--- config.mk ---
export PLATFORM = sky130hd
export DESIGN_NAME = data_memory_unit
export DESIGN_NICKNAME = d
export VERILOG_FILES = /design/src/rtl/fcpu_pkg.sv /design/src/rtl/dmu_lane_align.sv /design/src/rtl/data_memory_unit.sv
export SDC_FILE = /design/constraint.sdc
export NUM_CORES = 1
export LEC_CHECK = 0
export ABC_AREA = 1
export BUFFER_PORTS_ARGS = -buffer_cell sky130_fd_sc_hd__buf_2
export CORE_UTILIZATION = 53
export CTS_CLUSTER_SIZE = 30
export DETAILED_ROUTE_END_ITERATION = 10
export PLACE_DENSITY = 0.82
export SYNTH_ARGS = -nofsm -noshare
export SYNTH_HDL_FRONTEND = slang
export SYNTH_SLANG_ARGS = --single-unit
--- constraint.sdc ---
create_clock -name clk -period 4.3 [get_ports clk]
set_clock_uncertainty 0.1 [all_clocks]
set_input_delay 1.075 -clock clk [delete_from_list [all_inputs] [get_ports clk]]
set_output_delay 1.075 -clock clk [all_outputs]
set_load 0.005 [all_outputs]
--- src/rtl/fcpu_pkg.sv ---
// Shared core definitions: data widths, opcode encodings and the data-memory-unit types.
package fcpu_pkg;

    localparam int DATA_W   = 32;
    localparam int RSV_ID_W = 4;
    localparam int INSTR_W  = 6;
    localparam int CDB_W    = RSV_ID_W + DATA_W;

    localparam logic [INSTR_W-1:0] I_NOP     = 6'd0;
    localparam logic [INSTR_W-1:0] I_ADD     = 6'd1;
    localparam logic [INSTR_W-1:0] I_SUB     = 6'd2;
    localparam logic [INSTR_W-1:0] I_LOAD    = 6'd16;
    localparam logic [INSTR_W-1:0] I_LOADR   = 6'd17;
    localparam logic [INSTR_W-1:0] I_LOADF   = 6'd18;
    localparam logic [INSTR_W-1:0] I_LOADRF  = 6'd19;
    localparam logic [INSTR_W-1:0] I_LOADB   = 6'd20;
    localparam logic [INSTR_W-1:0] I_LOADBF  = 6'd21;
    localparam logic [INSTR_W-1:0] I_STORE   = 6'd24;
    localparam logic [INSTR_W-1:0] I_STORER  = 6'd25;
    localparam logic [INSTR_W-1:0] I_STOREF  = 6'd26;
    localparam logic [INSTR_W-1:0] I_STORERF = 6'd27;
    localparam logic [INSTR_W-1:0] I_STOREB  = 6'd28;
    localparam logic [INSTR_W-1:0] I_STOREBF = 6'd29;
    localparam logic [INSTR_W-1:0] I_INPUT   = 6'd32;
    localparam logic [INSTR_W-1:0] I_INPUTF  = 6'd33;
    localparam logic [INSTR_W-1:0] I_OUTPUT  = 6'd34;

    typedef enum logic [2:0] {
        DMU_IDLE,
        DMU_ISSUE,
        DMU_RWAIT,
        DMU_IN_WAIT,
        DMU_OUT_WAIT,
        DMU_RESP
    } dmu_state_t;

    typedef struct packed {
        logic [RSV_ID_W-1:0] rsv_id;
        logic [INSTR_W-1:0]  opcode;
        logic [DATA_W-1:0]   addr;
        logic [DATA_W-1:0]   data;
    } mmu_req_t;

    function automatic logic is_byte_op(input logic [INSTR_W-1:0] op);
        return op inside {I_LOADB, I_LOADBF, I_STOREB, I_STOREBF};
    endfunction

    function automatic logic is_load_op(input logic [INSTR_W-1:0] op);
        return op inside {I_LOAD, I_LOADR, I_LOADF, I_LOADRF, I_LOADB, I_LOADBF};
    endfunction

    function automatic logic is_store_op(input logic [INSTR_W-1:0] op);
        return op inside {I_STORE, I_STORER, I_STOREF, I_STORERF, I_STOREB, I_STOREBF};
    endfunction

    function automatic logic is_input_op(input logic [INSTR_W-1:0] op);
        return op inside {I_INPUT, I_INPUTF};
    endfunction

endpackage

--- src/rtl/dmu_lane_align.sv ---
// Byte-lane steering for the data RAM: store write-enables/replication and
// little-endian byte extraction with zero-extension for loads.
module dmu_lane_align
    import fcpu_pkg::*;
(
    input  logic              byte_op_i,
    input  logic [1:0]        lane_i,
    input  logic [DATA_W-1:0] st_data_i,
    input  logic [DATA_W-1:0] ld_word_i,
    output logic [3:0]        we_mask_o,
    output logic [DATA_W-1:0] wdata_o,
    output logic [DATA_W-1:0] ld_data_o
);

    always_comb begin
        we_mask_o = 4'hF;
        wdata_o   = st_data_i;
        ld_data_o = ld_word_i;
        if (byte_op_i) begin
            // Replicating the byte lets the RAM ignore lane position; the mask picks the lane.
            we_mask_o = 4'b0001 << lane_i;
            wdata_o   = {4{st_data_i[7:0]}};
            ld_data_o = {{(DATA_W-8){1'b0}}, ld_word_i[{lane_i, 3'b000} +: 8]};
        end
    end

endmodule

--- src/rtl/data_memory_unit.sv ---
// Non-pipelined memory unit: executes one MFU load/store/input/output request at a time
// against a synchronous data RAM or the byte streams, returning load/input results on the CDB.
module data_memory_unit
    import fcpu_pkg::*;
#(
    parameter int RAM_ADDR_W  = 14,
    parameter int RAM_LATENCY = 1
) (
    input  logic                  clk,
    input  logic                  nrst,
    input  logic [RSV_ID_W-1:0]   mmu_rsv_id,
    input  logic                  mmu_valid,
    input  logic [DATA_W-1:0]     mmu_data,
    input  logic [DATA_W-1:0]     mmu_addr,
    input  logic [INSTR_W-1:0]    mmu_opcode,
    output logic                  mmu_ready,
    output logic [CDB_W-1:0]      mmu_cdb,
    output logic                  mmu_cdb_valid,
    input  logic                  mmu_cdb_ready,
    output logic                  ram_en,
    output logic [3:0]            ram_we,
    output logic [RAM_ADDR_W-1:0] ram_addr,
    output logic [DATA_W-1:0]     ram_wdata,
    input  logic [DATA_W-1:0]     ram_rdata,
    input  logic [7:0]            in_data,
    input  logic                  in_valid,
    output logic                  in_ready,
    output logic [7:0]            out_data,
    output logic                  out_valid,
    input  logic                  out_ready,
    output logic                  err_opcode,
    output dmu_state_t            dbg_state
);

    localparam logic [1:0] LAT_LAST = 2'(RAM_LATENCY - 1);

    dmu_state_t        state_q, state_d;
    mmu_req_t          req_q, req_d;
    logic [DATA_W-1:0] result_q, result_d;
    logic [1:0]        lat_cnt_q, lat_cnt_d;
    logic              err_q, err_d;

    logic [3:0]        we_mask;
    logic [DATA_W-1:0] st_wdata;
    logic [DATA_W-1:0] ld_data;
    logic              req_is_store;
    logic              unused_addr_hi;

    dmu_lane_align u_lane_align (
        .byte_op_i (is_byte_op(req_q.opcode)),
        .lane_i    (req_q.addr[1:0]),
        .st_data_i (req_q.data),
        .ld_word_i (ram_rdata),
        .we_mask_o (we_mask),
        .wdata_o   (st_wdata),
        .ld_data_o (ld_data)
    );

    always_ff @(posedge clk) begin
        if (!nrst) begin
            state_q   <= DMU_IDLE;
            req_q     <= '0;
            result_q  <= '0;
            lat_cnt_q <= '0;
            err_q     <= 1'b0;
        end else begin
            state_q   <= state_d;
            req_q     <= req_d;
            result_q  <= result_d;
            lat_cnt_q <= lat_cnt_d;
            err_q     <= err_d;
        end
    end

    // Handshakes: a transfer happens on the rising edge where both valid and ready are high;
    // the producer holds valid and its payload stable until that edge.
    always_comb begin
        state_d   = state_q;
        req_d     = req_q;
        result_d  = result_q;
        lat_cnt_d = lat_cnt_q;
        err_d     = err_q;
        case (state_q)
            DMU_IDLE: begin
                if (mmu_valid) begin
                    if (is_load_op(mmu_opcode) || is_store_op(mmu_opcode)) begin
                        state_d = DMU_ISSUE;
                    end else if (is_input_op(mmu_opcode)) begin
                        state_d = DMU_IN_WAIT;
                    end else if (mmu_opcode == I_OUTPUT) begin
                        state_d = DMU_OUT_WAIT;
                    end else begin
                        err_d = 1'b1;
                    end
                    if (state_d != DMU_IDLE) begin
                        req_d = '{rsv_id: mmu_rsv_id, opcode: mmu_opcode,
                                  addr: mmu_addr, data: mmu_data};
                    end
                end
            end
            DMU_ISSUE: begin
                lat_cnt_d = '0;
                state_d   = is_load_op(req_q.opcode) ? DMU_RWAIT : DMU_IDLE;
            end
            DMU_RWAIT: begin
                if (lat_cnt_q == LAT_LAST) begin
                    result_d = ld_data;
                    state_d  = DMU_RESP;
                end else begin
                    lat_cnt_d = 2'(lat_cnt_q + 2'd1);
                end
            end
            DMU_IN_WAIT: begin
                if (in_valid) begin
                    result_d = {{(DATA_W-8){1'b0}}, in_data};
                    state_d  = DMU_RESP;
                end
            end
            DMU_OUT_WAIT: begin
                if (out_ready) state_d = DMU_IDLE;
            end
            DMU_RESP: begin
                // The CDB grant can be withheld for any time; the result simply waits here.
                if (mmu_cdb_ready) state_d = DMU_IDLE;
            end
            default: state_d = DMU_IDLE;
        endcase
    end

    assign req_is_store   = is_store_op(req_q.opcode);
    assign unused_addr_hi = ^req_q.addr[DATA_W-1:RAM_ADDR_W+2];

    assign mmu_ready     = (state_q == DMU_IDLE);
    assign ram_en        = (state_q == DMU_ISSUE);
    assign ram_we        = (ram_en && req_is_store) ? we_mask : 4'h0;
    assign ram_addr      = ram_en ? req_q.addr[RAM_ADDR_W+1:2] : '0;
    assign ram_wdata     = (ram_en && req_is_store) ? st_wdata : '0;
    assign mmu_cdb_valid = (state_q == DMU_RESP);
    assign mmu_cdb       = mmu_cdb_valid ? {req_q.rsv_id, result_q} : '0;
    assign in_ready      = (state_q == DMU_IN_WAIT);
    assign out_valid     = (state_q == DMU_OUT_WAIT);
    assign out_data      = out_valid ? req_q.data[7:0] : 8'h00;
    assign err_opcode    = err_q;
    assign dbg_state     = state_q;

endmodule

## Word-level counts from Yosys, hierarchy flattened

Cells that the tools add are included.

- $add $sub $neg: 1
- Multiply operators: 0
- Div/mod/pow operators: 0
- $lt $le $gt $ge: 0
- Equality and inequality tests: 38
- Shift-type cells: 2
- Muxes and demuxes: 25
- Bitwise operators: 3
- Reduce and logical (&&, ||, !) cells: 18

Operators by type and width:

| operator | number |
|---|---|
| $mux 32 | 5 |
| $eq 6x5->1 const B | 24 |
| $pmux 32 s2 | 1 |
| $mux 36 | 1 |
| $shiftx 32x6->8 | 1 |
| $mux 3 | 10 |
| $reduce_bool 6->1 | 4 |
| $eq 6x6->1 const B | 3 |
| $pmux 3 s6 | 1 |
| $mux 14 | 1 |
| $reduce_and 5->1 | 2 |
| $mux 4 | 2 |
| $mux 8 | 1 |
| $ne 2x2->1 const B | 4 |
| $eq 3x2->1 const B | 2 |
| $eq 3x3->1 const B | 2 |
| $reduce_and 3->1 | 2 |
| $reduce_bool 2->1 | 3 |
| $mux 2 | 2 |
| $ne 2x1->1 const B | 2 |
| $pmux 2 s2 | 1 |
| $reduce_bool 4->1 | 1 |
| $shl 1x2->4 const A | 1 |
| $eq 3x1->1 const B | 1 |
| other kinds (8) | 10 |

- Bits in registers: 96
- Bits in latches: 0
- RAM bits: 0
- Bits in read-only memories: 0
- Output and inout port bits: 103
- Memories kept: 0

## Logic depth before layout (Yosys ltp)

- Depth in word-level cells: 8
- Mapped depth: 11
- Depth with buffers taken out: 10

## Modules after synthesis

A second synthesis with hierarchy kept.

- Cell total of the unflattened synthesis: 996
- Area total of the unflattened synthesis: 5880.6 µm²

By module, submodules not included:

| module | instances | cells an instance | area each (µm²) | seq. area each (µm²) |
|---|---|---|---|---|
| data_memory_unit | 1 | 811 | 5024.8 | 1901.8 |
| dmu_lane_align | 1 | 185 | 855.8 | 0.0 |

## Worst setup path after synthesis

No wires, ideal clock.

- Kind: reg2out
- Start: reg state_q[1], in the netlist dbg_state[1]
- End: out ram_wdata[10]
- Arrival time: 1.318 ns
- Path slack: 1.807 ns
- Stages on the path, launching flop included: 9
- Path buffers: 1
- Cell sequence: dfxtp_1 > inv_1 > nand3_2 > a21oi_1 > nand3_1 > inv_1 > buf_2 > nand2_1 > inv_1

- Longest elaborated chain between the ends: 3

Ends and longest elaborated chain:

| what | line | text |
|---|---|---|
| start: declaration | data_memory_unit.sv:37 | `dmu_state_t state_q, state_d;` |
| start signal: assignment | data_memory_unit.sv:67 | `state_q <= state_d;` |
| $eq 3x1->1 | data_memory_unit.sv:134 | `assign ram_en = (state_q == DMU_ISSUE);` |
| $logic_and 1x1->1 | data_memory_unit.sv:137 | `assign ram_wdata = (ram_en && req_is_store) ? st_wdata : '0;` |
| $mux 32 | data_memory_unit.sv:137 |  |
| end: declaration | data_memory_unit.sv:23 | `output logic [DATA_W-1:0] ram_wdata,` |

Every way passes these cells.

## Final worst setup path

- Start: reg state_q[1], in the netlist dbg_state[1]
- End: out ram_wdata[13]

Same word-level chain as after synthesis.

==> metrics.txt <==
crit-path max cell delay=530 ps; synth-to-layout area growth=20.52%; Min-Delay Endpoint=lat_cnt_q[1]; Post-synth EDFFs=0; CP Capture Type=primary output; Post-synth ARST share=0; Port Buf Inserts=206; number of global-route vias before repair=5,106; IO Count=223; actual slew at the worst max-slew pin=901.0 ps; Sw Pwr=0.5757 mW; Resize count post-CTS=0; Flop pwr share=0.516; Inserted Clock Buffers=9; placed cells=1,223; Sum Neg Setup Slack=0 ps; switching share of power=0.3059; max_slew headroom=0.3987; CTS Sinks=95; Netlist cell types=28; Cell Chain, Critical Path=inv_1 > nand3_2 > a21oi_1 > nand3_1 > buf_4 > inv_1 > nand2_1 > inv_1 > buf_2; # setup viols final=0; critical path startpoint category=flip-flop; DR iter-0 viols=371; fin crit period=3819 ps; initial antenna violation count=0; Worst R2R Start=req_q[68]; largest net degree at the start of global routing=115; total of max-cap violations=0; remaining global-route overflow=0; TritonCTS clock tree=built; Detailed Route WL=14.85 mm; internal power=1.306 mW; H-tree lvl count=3; combinational share of power=0.188; Max VDD drop=0.0001845 V; Lkg Pwr=3.656 nW; Final Max Tran Viols=0; post-synthesis sequential area ratio=0.3390; yosys warns=0; first-pass iteration count of the detailed router=5; clk buf depth=2; Die W=104.9 µm; power density cells=278.3 mW/mm²; die area=0.01100 mm²; Clock Power Share=0.296; first-pass GRT wire length=24.04 mm; Hold Path Stages=2; worst-path fanout max=24; critical path arrival=2640 ps; share of cells above drive strength 1=0.2548; antenna cells=0; final worst-path cycle share=0.8881; #FFs+latches synth=95; syn avg cell area=6.020 µm²; vias per cell=4.905; Post-CTS Repair Setup Buffers=0; reg2reg end=result_q[26]; Cell Count, Final, Fillers Out=1,239; Routed Antenna Nets=0; Slowest cell on crit path=inv_1; status=completed; Hold Path Origin=lat_cnt_q[1]; mapped cell area=0.005610 mm²; cell mode on critical path=inv_1; DIE HEIGHT=104.9 µm; routed len/inst=11.98 µm; Setup CP Type=flip-flop to primary output; Core Rows=37; Gate Count Post-Synth=932; Root Buffer=clkbuf_8; Hold WC Path Type=flip-flop to flip-flop; Post-Syn Nets=1,053; worst skew pair latency=370 ps; Clock transition at path regs=90 ps; Most used DFF post-synth=dfxtp_1; Final nets=1,219; Design Power=1.882 mW; Detail Placement HPWL=10.54 mm; initial core utilization=0.5459; core area=0.01028 mm²; via count=6,077; GRT Util Overall=0.2705; reg2reg setup slack=2010 ps; Hold Buf Count CTS=0; cells on worst reg2reg path=7; fmax=261.9 MHz; WP data required=3120 ps; routability cong.=0.8257; final-report hold violation count=0; DR DRC count=0; RSZ-0062 raised after global routing=false
==> synth_stat cells, types with 5 or more instances <==
| cell | n | area (µm²) |
|---|---|---|
| nand2_1 | 223 | 837.1 |
| buf_6 | 5 | 56.30 |
| nand3_1 | 108 | 540.5 |
| dfxtp_1 | 95 | 1902 |
| inv_2 | 7 | 26.28 |
| buf_4 | 6 | 45.04 |
| buf_2 | 21 | 105.1 |
| a21oi_2 | 29 | 254.0 |
| clkbuf_1 | 25 | 93.84 |
| nor2_2 | 7 | 43.79 |
| a21oi_1 | 67 | 335.3 |
| nor2_1 | 158 | 593.1 |
| inv_1 | 158 | 593.1 |
==> state kept, by name, indices dropped and copies added, names as in the netlist <==
| name | cells |
|---|---|
| dbg_state | 3 |
| err_opcode | 1 |
| lat_cnt_q | 2 |
| req_q | 57 |
| result_q | 32 |
==> cell type report <==
type / count / area [µm²]
Timing Repair Buffer: 213 / 1096
Multi-Input combinational cell: 614 / 2790
Tap cell: 136 / 170.2
Clock inverter: 5 / 32.53
Fill cell: 1028 / 3516
Sequential cell: 95 / 1902
Inverter: 165 / 619.3
Clock buffer: 11 / 151.4
==> cell families (layout without fill, tap and decap cells) <==
| kind of cell | count (synthesis) | count (layout) | share of synthesized area |
|---|---|---|---|
| compound gates | 104 | 104 | 0.1131 |
| fa+ha+maj | 1 | 1 | 0.002230 |
| buf+inv | 223 | 394 | 0.1646 |
| flops | 95 | 95 | 0.3390 |
| simple gates | 509 | 509 | 0.3811 |
==> critical path, delay by kind of cell (launching register included) <==
kind                   cells  cell delay (ps)
AO/OA/AOI/OAI              1              270
buffers and inverters      5             1120
flip-flops                 1              350
AND/OR/NAND/NOR            3              530
==> power by group through the flow <==
stage	logic, mW	clock network [mW]	registers, mW
6_report	0.354	0.557	0.970
3_3_place_gp	0.352	0	0.988
4_1_cts	0.355	0.565	0.970
5_1_grt	0.402	0.611	0.978
2_1_floorplan	0.272	0	0.979
3_5_place_dp	0.354	0	0.990
==> layer usage <==
layer / track usage / wire (µm)
met1: 0.3606 / 6621
met2: 0.4399 / 6818
met3: 0.04429 / 1118
met4: 0.09859 / 291
met5: 0 / 0
==> worst max path at each step <==
stage,slack (ps),end,depth (start not counted),startpoint
after floorplan,1810,ram_wdata[10],8,dbg_state[1]
after global placement,940,ram_wdata[13],9,dbg_state[1]
after detailed placement,890,ram_wdata[13],9,dbg_state[1]
after CTS,470,ram_wdata[13],9,dbg_state[1]
after global routing,220,ram_wdata[13],9,dbg_state[1]
final,480,ram_wdata[13],9,dbg_state[1]
==> layout by cell type, fill, tap and decap left out, drive strengths merged <==
cell | Yosys | layout
ha | 1 | 1
nand2 | 225 | 225
a21oi | 96 | 96
nor2 | 167 | 167
o211ai | 1 | 1
clkinv | 0 | 2
nand4 | 2 | 2
nand3 | 111 | 111
nor4 | 1 | 1
nor3 | 2 | 2
clkinvlp | 0 | 3
inv | 165 | 165
o21ai | 6 | 6
clkbuf | 25 | 11
a211oi | 1 | 1
dfxtp | 95 | 95
buf | 33 | 213
nand3b | 1 | 1
==> stage by stage <==
| stage | area (µm²) | hold WS (ps) | utilization | setup WS [ps] |
|---|---|---|---|---|
| floorplan | 5610 | 331.2 | - | 1807 |
| global placement | 6578 | 349.4 | 0.6400 | 944.4 |
| detailed placement | 6578 | 356.5 | 0.6400 | 892.5 |
| CTS | 6761 | 370.1 | 0.6579 | 473.2 |
| global route | 6761 | 384.2 | 0.6579 | 220.9 |
| finish | 6761 | 366.9 | 0.6579 | 481.1 |
Note: power is estimated with default switching activity, not from simulation.
